`src/rtl/hdmi_video_reconfig_seq.sv`:
```
// HDMI video mode reconfiguration sequencer: qualifies the controller mode code,
// decodes it and runs a blank / request / ack / apply / unblank handshake.
module hdmi_video_reconfig_seq #(
  parameter int DATA_WIDTH     = 8,
  parameter int STABLE_CYCLES  = 16,
  parameter int BLANK_CYCLES   = 8,
  parameter int TIMEOUT_CYCLES = 4096,
  parameter int IDX_WIDTH      = 4,
  parameter int DEFAULT_IDX    = 0
) (
  input  logic                  clock,
  input  logic                  reset,
  input  logic [DATA_WIDTH-1:0] data_in,
  output logic [IDX_WIDTH-1:0]  cfg_idx,
  output logic                  r2v_f,
  output logic [IDX_WIDTH-1:0]  req_idx,
  output logic                  reconf_req,
  input  logic                  reconf_ack,
  output logic                  blank,
  output logic                  busy,
  output logic                  timeout_err,
  output logic                  unknown_code
);

  localparam int CMAX = (TIMEOUT_CYCLES > BLANK_CYCLES) ? TIMEOUT_CYCLES : BLANK_CYCLES;
  localparam int CW   = $clog2(CMAX + 1);
  localparam int SW   = $clog2(STABLE_CYCLES + 1);
  localparam logic [CW-1:0] B_LAST   = CW'(BLANK_CYCLES - 1);
  localparam logic [CW-1:0] T_LAST   = CW'(TIMEOUT_CYCLES - 1);
  localparam logic [SW-1:0] S_FULL   = SW'(STABLE_CYCLES);
  localparam logic          DEF_R2V  = (DEFAULT_IDX == 0) || (DEFAULT_IDX == 1);

  typedef enum logic [1:0] {IDLE, BLANK_PRE, REQ, BLANK_POST} state_t;

  // {mapped, r2v, idx[3:0]}
  function automatic logic [5:0] decode(input logic [6:0] c);
    logic [5:0] d;
    casez (c)
      7'h00:       d = {1'b1, 1'b1, 4'd0};
      7'h01:       d = {1'b1, 1'b1, 4'd1};
      7'h02:       d = {1'b1, 1'b0, 4'd2};
      7'h03:       d = {1'b1, 1'b0, 4'd3};
      7'b000_01??: d = {1'b1, 1'b0, 4'd4};
      7'b000_10??: d = {1'b1, 1'b0, 4'd5};
      7'h10:       d = {1'b1, 1'b0, 4'd6};
      7'h11:       d = {1'b1, 1'b0, 4'd7};
      7'h12:       d = {1'b1, 1'b0, 4'd8};
      7'h13:       d = {1'b1, 1'b0, 4'd9};
      7'b010_00??: d = {1'b1, 1'b0, 4'd10};
      7'b100_00??: d = {1'b1, 1'b0, 4'd11};
      default:     d = 6'd0;
    endcase
    return d;
  endfunction

  state_t               state, state_n;
  logic [6:0]           data_q, blk_code;
  logic [SW-1:0]        stable_cnt;
  logic [CW-1:0]        cnt;
  logic [IDX_WIDTH-1:0] pend_idx, dec_idx;
  logic                 pend_r2v, blocked, unk_armed;
  logic [5:0]           dec;
  logic                 changed, qualified;
  logic                 start, req_go, ack_take, tmo, post_done, unk_pulse;
  logic                 unused_data;

  assign unused_data = ^data_in;
  assign changed     = (data_in[6:0] != data_q);
  assign qualified   = (stable_cnt == S_FULL);
  assign dec         = decode(data_q);
  assign dec_idx     = IDX_WIDTH'(dec[3:0]);
  assign busy        = (state != IDLE);

  always_ff @(posedge clock) begin
    if (reset) state <= IDLE;
    else       state <= state_n;
  end

  always_comb begin
    state_n   = state;
    start     = 1'b0;
    req_go    = 1'b0;
    ack_take  = 1'b0;
    tmo       = 1'b0;
    post_done = 1'b0;
    unk_pulse = 1'b0;
    case (state)
      IDLE: if (qualified) begin
        if (dec[5] && dec_idx != cfg_idx && !(blocked && data_q == blk_code)) begin
          start   = 1'b1;
          state_n = BLANK_PRE;
        end else if (!dec[5] && unk_armed) begin
          unk_pulse = 1'b1;
        end
      end
      BLANK_PRE: if (cnt == B_LAST) begin
        req_go  = 1'b1;
        state_n = REQ;
      end
      // ack has priority over a timeout landing on the same edge
      REQ: if (reconf_ack) begin
        ack_take = 1'b1;
        state_n  = BLANK_POST;
      end else if (cnt == T_LAST) begin
        tmo     = 1'b1;
        state_n = BLANK_POST;
      end
      BLANK_POST: if (cnt == B_LAST) begin
        post_done = 1'b1;
        state_n   = IDLE;
      end
      default: state_n = IDLE;
    endcase
  end

  always_ff @(posedge clock) begin
    if (reset) begin
      data_q       <= '0;
      stable_cnt   <= '0;
      cnt          <= '0;
      cfg_idx      <= IDX_WIDTH'(DEFAULT_IDX);
      r2v_f        <= DEF_R2V;
      req_idx      <= '0;
      pend_idx     <= '0;
      pend_r2v     <= 1'b0;
      reconf_req   <= 1'b0;
      blank        <= 1'b0;
      timeout_err  <= 1'b0;
      unknown_code <= 1'b0;
      unk_armed    <= 1'b1;
      blocked      <= 1'b0;
      blk_code     <= '0;
    end else begin
      data_q       <= data_in[6:0];
      unknown_code <= unk_pulse;
      if (changed)         stable_cnt <= '0;
      else if (!qualified) stable_cnt <= stable_cnt + SW'(1);
      if (state_n != state || state == IDLE) cnt <= '0;
      else                                   cnt <= cnt + CW'(1);
      // a new code re-arms the unknown pulse even if it fired on this edge
      if (changed)        unk_armed <= 1'b1;
      else if (unk_pulse) unk_armed <= 1'b0;
      if (start) begin
        pend_idx <= dec_idx;
        pend_r2v <= dec[4];
        blank    <= 1'b1;
      end
      if (req_go) begin
        reconf_req <= 1'b1;
        req_idx    <= pend_idx;
      end
      if (ack_take) begin
        reconf_req <= 1'b0;
        cfg_idx    <= pend_idx;
        r2v_f      <= pend_r2v;
      end
      if (tmo) begin
        reconf_req  <= 1'b0;
        timeout_err <= 1'b1;
        blocked     <= 1'b1;
        blk_code    <= data_q;
      end else if (changed) begin
        blocked <= 1'b0;
      end
      if (post_done) blank <= 1'b0;
    end
  end

endmodule

```
`config.mk`:
```
export PLATFORM = sky130hd
export DESIGN_NAME = hdmi_video_reconfig_seq
export DESIGN_NICKNAME = d
export VERILOG_FILES = /design/src/rtl/hdmi_video_reconfig_seq.sv
export SDC_FILE = /design/constraint.sdc
export NUM_CORES = 1
export LEC_CHECK = 0
export BUFFER_PORTS_ARGS = -buffer_cell sky130_fd_sc_hd__buf_2
export CORE_ASPECT_RATIO = 1.1
export CORE_MARGIN = 8
export CORE_UTILIZATION = 45
export DETAILED_ROUTE_END_ITERATION = 16
export GPL_ROUTABILITY_DRIVEN = 0
export PLACE_DENSITY_LB_ADDON = 0.3
export SLEW_MARGIN = 20
export SYNTH_ARGS = -nofsm -noshare
export SYNTH_HDL_FRONTEND = slang
export SYNTH_SLANG_ARGS = --single-unit
```
`constraint.sdc`:
```
create_clock -name clock -period 2.1 [get_ports clock]
set_input_delay 0.525 -clock clock [delete_from_list [all_inputs] [get_ports clock]]
set_output_delay 0.525 -clock clock [all_outputs]
set_load 0.05 [all_outputs]
```
=== Yosys cells after proc, flatten, opt, wreduce, memory -nomap -nowiden ===
Cells that the tools add are included.

* Eq/ne operators: 21
* Mux-type cells: 25
* Reductions and logical operators: 15
* $add $sub $neg: 2

{| class="wikitable"
|+ Operators with widths
! operator !! number
|-
| case mux 6 bit (12 select lines) || 1
|-
| equality test 7 x 5 -> 1 bit, second input constant || 4
|-
| two-way mux 1 bit || 17
|-
| equality test 7 x 2 -> 1 bit, second input constant || 2
|-
| adder 13 x 1 -> 13 bit, second input constant || 1
|-
| equality test 13 x 12 -> 1 bit, second input constant || 1
|-
| equality test 13 x 3 -> 1 bit, second input constant || 1
|-
| two-way mux 2 bit || 6
|-
| equality test 5 bit, second input constant || 2
|-
| case mux 2 bit (4 select lines) || 1
|-
| equality test 7 x 1 -> 1 bit, second input constant || 1
|-
| equality test 7 bit || 1
|-
| logical NOT 7 bit || 1
|-
| inequality test 7 bit || 1
|-
| OR reduction 2 bit || 3
|-
| adder 5 x 1 -> 5 bit, second input constant || 1
|-
| equality test 5 x 1 -> 1 bit, second input constant || 1
|-
| equality test 5 x 2 -> 1 bit, second input constant || 1
|-
| equality test 5 x 4 -> 1 bit, second input constant || 1
|-
| equality test 2 bit, second input constant || 2
|-
| logical AND 1 bit || 4
|-
| inequality test 4 bit || 1
|-
| nonzero test 2 bit || 2
|-
| OR reduction 3 bit || 1
|-
| 5 further kinds || 6
|}

* Flip-flop bits (word level): 54
* Word-level logic and storage cells: 79
* Output and inout port bits: 14
* Input port bits: 11

=== Longest topological paths before layout ===
Gate-level depths: netlist (run 1).

* Word-level depth: 11
* Gate-level depth with buffers: 8

=== Least setup slack after synthesis (run 1) ===
No wires, ideal clock.

* Kind: reg-to-reg
* Start: register data_q[1]
* End: register pend_idx[0]
* Cell stages (with the launch flop): 8
* Path slack: 0.145 ns
* Clock period less this slack: 1.955 ns
* Arrival: 1.834 ns
* Path through: dfxtp_1 > buf_6 > and3b_4 > o311ai_4 > xor2_1 > nand2_1 > o311ai_4 > mux2_4

* Cells in the longest elaborated chain, start to end: 8
* Elaborated cells on any way between the ends: 18
* Those cells by class: 9 x eq/ne; 4 x mux; 5 x reduce/logical

{| class="wikitable"
|+ Ends and longest elaborated chain
! element !! line !! RTL
|-
| from (decl) || 57 || <nowiki>logic [6:0] data_q, blk_code;</nowiki>
|-
| from (signal assigned) || 134 || <nowiki>data_q <= data_in[6:0];</nowiki>
|-
| equality test 7 x 5 -> 1 bit, or another cell as far along || 38 || <nowiki>casez (c)</nowiki>
|-
| case mux 6 bit (12 select lines) || 38 ||
|-
| inequality test 4 bit || 89 || <nowiki>if (dec[5] && dec_idx != cfg_idx && !(blocked && data_q == blk_code)) begin</nowiki>
|-
| logical AND 1 bit (2 in a row) || 89 ||
|-
| two-way mux 1 bit || 89 ||
|-
| two-way mux 1 bit || 88 || <nowiki>IDLE: if (qualified) begin</nowiki>
|-
| two-way mux 1 bit || 87 || <nowiki>case (state)</nowiki>
|-
| to (signal assigned) || 144 || <nowiki>pend_idx <= dec_idx;</nowiki>
|-
| to (decl) || 60 || <nowiki>logic [IDX_WIDTH-1:0] pend_idx, dec_idx;</nowiki>
|}

Several ways; a longest one is shown, not always the timed one.
A chain may end at the register's enable or synchronous reset.

=== Worst setup path after layout (run 1) ===
* Start: register data_q[6]
* End: register pend_idx[0]

* Cells in the longest elaborated chain, start to end: 8
* Elaborated cells on any way between the ends: 22
* Those cells by class: 13 x eq/ne; 4 x mux; 5 x reduce/logical

{| class="wikitable"
|+ Ends and longest elaborated chain
! element !! line
|-
| equality test 7 x 5 -> 1 bit, or another cell as far along || 38
|-
| case mux 6 bit (12 select lines) || 38
|-
| inequality test 4 bit || 89
|-
| logical AND 1 bit (2 in a row) || 89
|-
| two-way mux 1 bit || 89
|-
| two-way mux 1 bit || 88
|-
| two-way mux 1 bit || 87
|}

Several ways; a longest one is shown, not always the timed one.

==> results of run 1 <==
worst register-to-register path: cells and delay by family (launching register included):
family / cells / cell delay, ns
flops: 1 / 0.33
xor+xnor: 1 / 0.18
buf+inv: 1 / 0.15
simple gates: 2 / 0.27
mux: 1 / 0.34
compound gates: 2 / 0.63
per-stage QoR:
step	hold slack, ns	TNS [ns]	total power [mW]	util, %	area (um^2)
after floorplan	0.418	0	1.16	-	2520
after global placement	0.426	0	1.20	52.1	2810
after detailed placement	0.435	0	1.20	52.1	2810
after CTS	0.450	0	1.77	53.6	2890
after global routing	0.447	-0.0353	1.83	54.0	2920
final	0.448	0	1.74	54.0	2920
cells in the final DEF (no fill, tap or decap), types with 2 or more instances in the layout:
master    count
nor2_2        2
dfxtp_2       3
nor3_1        4
or3_1         2
a21oi_1       4
nor2_1       47
o311ai_4      3
o21ai_1       5
nor3b_1       3
mux2_4        3
xnor2_1      10
xor2_1       24
nand2_1      12
clkbuf_8      6
nand4_1       3
inv_1         9
nand3_1       9
mux2i_1      19
buf_2        23
nor4_1        5
dfxtp_1      51
nor2b_1      13
buf_4        20
ha_1          3
per-layer routing:
metal  track usage (%)  vias up
li1                  -      972
met1              13.6      879
met2              20.6       20
met3              3.13        6
met4              4.59        0
met5                 0        -
worst max path at each step:
stage / endpoint / cells past startpoint
2_1_floorplan: pend_idx[0] / 7
3_3_place_gp: blank / 7
3_5_place_dp: pend_idx[0] / 6
4_1_cts: pend_idx[0] / 6
5_1_grt: pend_idx[0] / 7
6_report: pend_idx[0] / 7
what timing repair did:
action                                  4_1_cts  5_1_grt
setup buffers                                 0        1
endpoints found under the setup margin        0        7
gates resized for setup                       0        7
synthesized netlist by cell type, types with 2 or more instances:
library cell / n / share of area, %
a21oi_1: 4 / 0.79
and3_1: 2 / 0.50
buf_2: 4 / 0.79
buf_6: 2 / 0.89
clkbuf_1: 4 / 0.60
dfxtp_1: 54 / 43
ha_1: 3 / 1.5
inv_1: 9 / 1.3
mux2_4: 3 / 1.8
mux2i_1: 19 / 7.5
nand2_1: 12 / 1.8
nand3_1: 9 / 1.8
nand4_1: 3 / 0.74
nor2_1: 49 / 7.3
nor2b_1: 13 / 3.2
nor3_1: 4 / 0.79
nor3b_1: 3 / 0.89
nor4_1: 5 / 1.2
o21ai_1: 5 / 0.99
o311ai_4: 3 / 3.1
or3_1: 2 / 0.50
xnor2_1: 10 / 3.5
xor2_1: 24 / 8.3
state kept, by name, indices dropped and copies added (netlist names):
name          cells
reconf_req        1
pend_r2v          1
r2v_f             1
state             2
timeout_err       1
unknown_code      1
stable_cnt        5
pend_idx          4
blocked           1
req_idx           4
cnt              13
unk_armed         1
data_q            7
blk_code          7
blank             1
cfg_idx           4
power groups by stage:
stage / combinational [mW] / clock [mW] / sequential, mW
global route: 0.152 / 0.635 / 1.05
CTS: 0.137 / 0.586 / 1.04
finish: 0.139 / 0.558 / 1.04
detailed placement: 0.137 / 0 / 1.07
global placement: 0.134 / 0 / 1.07
floorplan: 0.101 / 0 / 1.06
logic make-up (layout without fill, tap and decap cells):
group	Yosys count	after routing	share of synthesized area, %
and+or+nand+nor	108	108	21.0
DFF	54	54	42.9
xor gates and xnor gates	34	34	11.8
AOI/OAI and AO/OA	23	23	9.08
buffers and inverters	23	61	4.37
muxes	22	22	9.33
adders and majority gates	3	3	1.49
cell type report:
cell class	count	area [um^2]	share of cell area [%]
timing repair buffer	44	277	9.48
clock buffer	6	82.6	2.83
tap	75	93.8	3.22
multi-input combinational	190	1340	45.8
sequential	54	1080	37.2
inverter	11	41.3	1.42
==> run metrics, run 1 <==
status=finished, final reports clean; core region area=5400 um^2; Comb power frac=8.0%; TritonRoute pass-1 iters=4; largest net degree at the start of global routing=18; Worst R2R Setup Slack=0.09 ns; Reg2Reg Depth=7; Top delay family on crit path=compound AO/OA/AOI/OAI gates; endpoints failing setup=0; FP Rows=28; Initial Util=46.7%; Power Dens Cells=597 nW/um^2; count of cell types in the netlist=44; Clock Path Buffers=2; share of cells above drive strength 1=22.0%; Max Cap Violations=0; global-route usage over all layers=11.9%; crit share post-route=95.6%; vias per cell=4.94; WS Path Type=reg -> reg; Vias=1877; initial antenna violation count=0; Setup crit end kind=flop; clock network power share=32.0%; Num CTS Buffers=5; # IOs=25; WL final=4.58 mm; Critical Path RT=2.29 ns; Startpoint Class=flop; post-detail-place hpwl=3.46 mm; Final ANT Viol Nets=0; Fill cells=526; Worst Hold Depth=2; Sw Ratio=22.3%; Worst Setup SP=data_q[6]; CP arrival=2.20 ns; wire length on met2=2.21 mm; metal3 WL=170 um; Slew HR=72.2%; Mapped Area=2520 um^2; full die area=8260 um^2; sequential share of power=60.0%; Syn Nets=281; Post-Syn Instances=267; Slew Viols, Final=0; Critical Path, Cell by Cell=buf_4, nor2b_1, o311ai_4, xor2_1, nand2_1, o311ai_4, mux2_4; Fmax=0.498 GHz; Synth warnings=0; fin cells=380; Antenna Cells=0; GRT overflow=0; pre-CTS setup slack=0.0190 ns; Max IR drop VDD=286 uV; hold endpoint=timeout_err; CTS tree=built; Horiz. Die Dim=87.4 um; Slowest cell on crit path=o311ai_4; part of the Yosys area used for sequential elements=42.9%; H-Tree Level Count=2; DIE HEIGHT=94.5 um; first-pass GRT wire length=7.81 mm; Worst-Skew Late Latency=0.30 ns; P&R area growth vs syn=15.6%; routed length per placed instance=12.0 um; Crit path top cell by count=o311ai_4; vias in the first global route=1726; Worst path max stage delay=0.38 ns; ys flop type=dfxtp_1; worst setup margin=0.0931 ns; buffer and inverter count on the worst path=1; # clock sinks=54; Yosys reg bits=54; highest metal used=met4; Final Hold Viols=0; Syn Area/Cell=9.44 um^2; worst slew pin tran=0.417 ns; Tmin final=2.01 ns; Layout Nets=320; P_leak=1.26 nW; Pint=1.35 mW; Hold Path Origin=timeout_err; CTS root buffer=clkbuf_8; Async SR Flop Fraction=0%; PortBufs=23; Worst R2R Start=data_q[6]; NetSw=389 uW; Worst Skew=0.00706 ns; Post-synth EDFFs=0; DP Cell Count=373; post-cts hold buffer count=0; WL met1=2.12 mm; Hold/Removal Path Class=reg -> reg; Critical R2R Capture=pend_idx[0]; critical path peak fanout=5; clk slew on worst S/H paths=0.08 ns; post-route DRC violation count=0; RSZ-0062 raised after global routing=true; 1st-iter DRT viols=58
Power figures use the tool's default switching activity.
==> run 2: changes to the inputs <==
Settings changed: CORE_UTILIZATION 45 to 40.
==> run 2 against run 1 <==
  * Global-route usage fell by 0.83 points
  * Largest power group unchanged
  * Maximum frequency down 0.60%
  * Worst hold slack worse by 0.0069 ns
  * Critical endpoint is now pend_idx[2]
  * Cell count increased by 1.8%
  * Largest cell class unchanged
  * Sequential cell count unchanged
==> run metrics, run 2 (synthesis results as in run 1) <==
Largest Register=cnt; DIE HEIGHT=99.3 um; WL final=4.79 mm; post-CTS setup buffer count=0; Comb power frac=7.4%; core region area=6120 um^2; Reg2Reg Depth=7; sequential share of power=54.8%; status=finished, final reports clean; Fin Hold WS=0.441 ns; Antenna Cells=0; Pint=1.46 mW; Final ANT Viol Nets=0; P&R area growth vs syn=17.9%; Power Dens Cells=643 nW/um^2; most frequent cells in the layout=51 x dfxtp_1, 49 x nor2_1, 24 x xor2_1, 23 x buf_2, 20 x buf_4; Setup crit end kind=flop; Layout Nets=320; # IOs=25; Final Hold Viols=0; NetSw=449 uW; P_leak=1.28 nW; Fmax=0.495 GHz; post-detail-place hpwl=3.53 mm; Worst Skew=0.00446 ns; Max Cap Violations=0; CP arrival=2.23 ns; CTS root buffer=clkbuf_8; area of placed instances=2840 um^2; Worst R2R Setup Slack=0.08 ns; FP Rows=30; commonest non-fill, non-tap cell in the layout=dfxtp_1; Largest register FFs=13; # clock sinks=54; Hold Path Origin=data_in[4]; Largest regs=cnt (13), blk_code (7), data_q (7); Worst-Skew Late Latency=0.31 ns; setup tns final=0 ns; Slew HR=74.4%; routed length per placed instance=12.4 um; Worst Hold Depth=2; Vias=1868; largest net degree at the start of global routing=24; H-Tree Level Count=2; Worst Setup SP=data_q[6]; global-route usage over all layers=11.1%; initial antenna violation count=0; Clock Path Buffers=2; worst slew pin tran=0.381 ns; Power, Total=1.91 mW; Slew Viols, Final=0; Num CTS Buffers=5; Tmin final=2.02 ns; vias in the first global route=1843; Hold/Removal Path Class=in -> reg; Critical Path RT=2.31 ns; Startpoint Class=flop; critical path peak fanout=7; Horiz. Die Dim=91.7 um; 1st-iter DRT viols=46; post-route DRC violation count=0; clock network power share=37.8%; clk slew on worst S/H paths=0.10 ns; TritonRoute pass-1 iters=4; hold endpoint=data_q[4]; Sw Ratio=23.5%; Initial Util=41.2%; final design instance area without fill=2970 um^2; Worst R2R Start=data_q[6]; crit share post-route=96.1%; WS Path Type=reg -> reg; share of cells above drive strength 1=22.8%; RSZ-0062 raised after global routing=false; PortBufs=23; vias per cell=4.83; Critical R2R Capture=pend_idx[2]; Max IR drop VDD=310 uV; endpoints failing setup=0; full die area=9100 um^2; first-pass GRT wire length=8.37 mm; GRT overflow=0; CTS tree=built; post-cts hold buffer count=0
[run 2: cell count changes in the layout (fill, tap and decap cells not counted), sizes merged]
| cell | before | now |
|---|---|---|
| clkbuf | 6 | 5 |
| bufinv | 0 | 1 |
| inv | 10 | 11 |
| clkinv | 1 | 2 |
[run 2: metrics by stage]
step | utilization (%) | cells | setup WS, ns
after global routing | 48.6 | 387 | 0.00116
after detailed placement | 46.4 | 379 | -0.0572
final | 48.6 | 387 | 0.0811
after CTS | 48.3 | 387 | 0.0507
after floorplan | - | 267 | 0.145
after global placement | 46.4 | 379 | -0.0282
[run 2: layer usage]
metal,GRT usage (%),wire (um),vias up
met2,18.7,2240,20
met1,13.2,2350,863
li1,-,-,979
met4,4.09,70,0
met5,0,0,-
met3,2.79,138,6
[run 2: what timing repair did]
item | CTS | global route
resized for setup | 2 | 6
pin swaps | 0 | 1
gates cloned | 0 | 0
setup endpoints to repair | 3 | 7
[run 2: final cells by class]
class | count | area, um^2
clock buffers | 5 | 68.8
clock inverters | 3 | 43.8
fillers | 610 | 3150
inverters | 11 | 41.3
multi-input cells | 190 | 1350
flip-flops and latches | 54 | 1090
well taps | 80 | 100
repair buffers | 44 | 285
[run 2: worst max-delay path by stage]
stage	endpoint	depth (start not counted)	slack, ns
finish	pend_idx[2]	7	0.08
global route	pend_idx[2]	7	0.001
CTS	pend_idx[2]	7	0.05
detailed placement	pend_idx[2]	6	-0.06
global placement	pend_idx[0]	6	-0.03
floorplan	pend_idx[0]	7	0.14
[run 2: power groups by stage]
stage	clock (mW)	sequential, mW	combinational (mW)
after detailed placement	0	1.07	0.142
final	0.721	1.05	0.142
after floorplan	0	1.06	0.101
after global placement	0	1.07	0.140
after global routing	0.779	1.05	0.155
after CTS	0.743	1.05	0.142
[run 2: worst max-delay path: stages (launching register included)]
cell and delay (ns):
dfxtp_2 0.39, and3b_4 0.22, o311ai_4 0.29, xor2_1 0.17, nand2_1 0.11, o311ai_4 0.22
buf_4 0.21, mux2_4 0.30
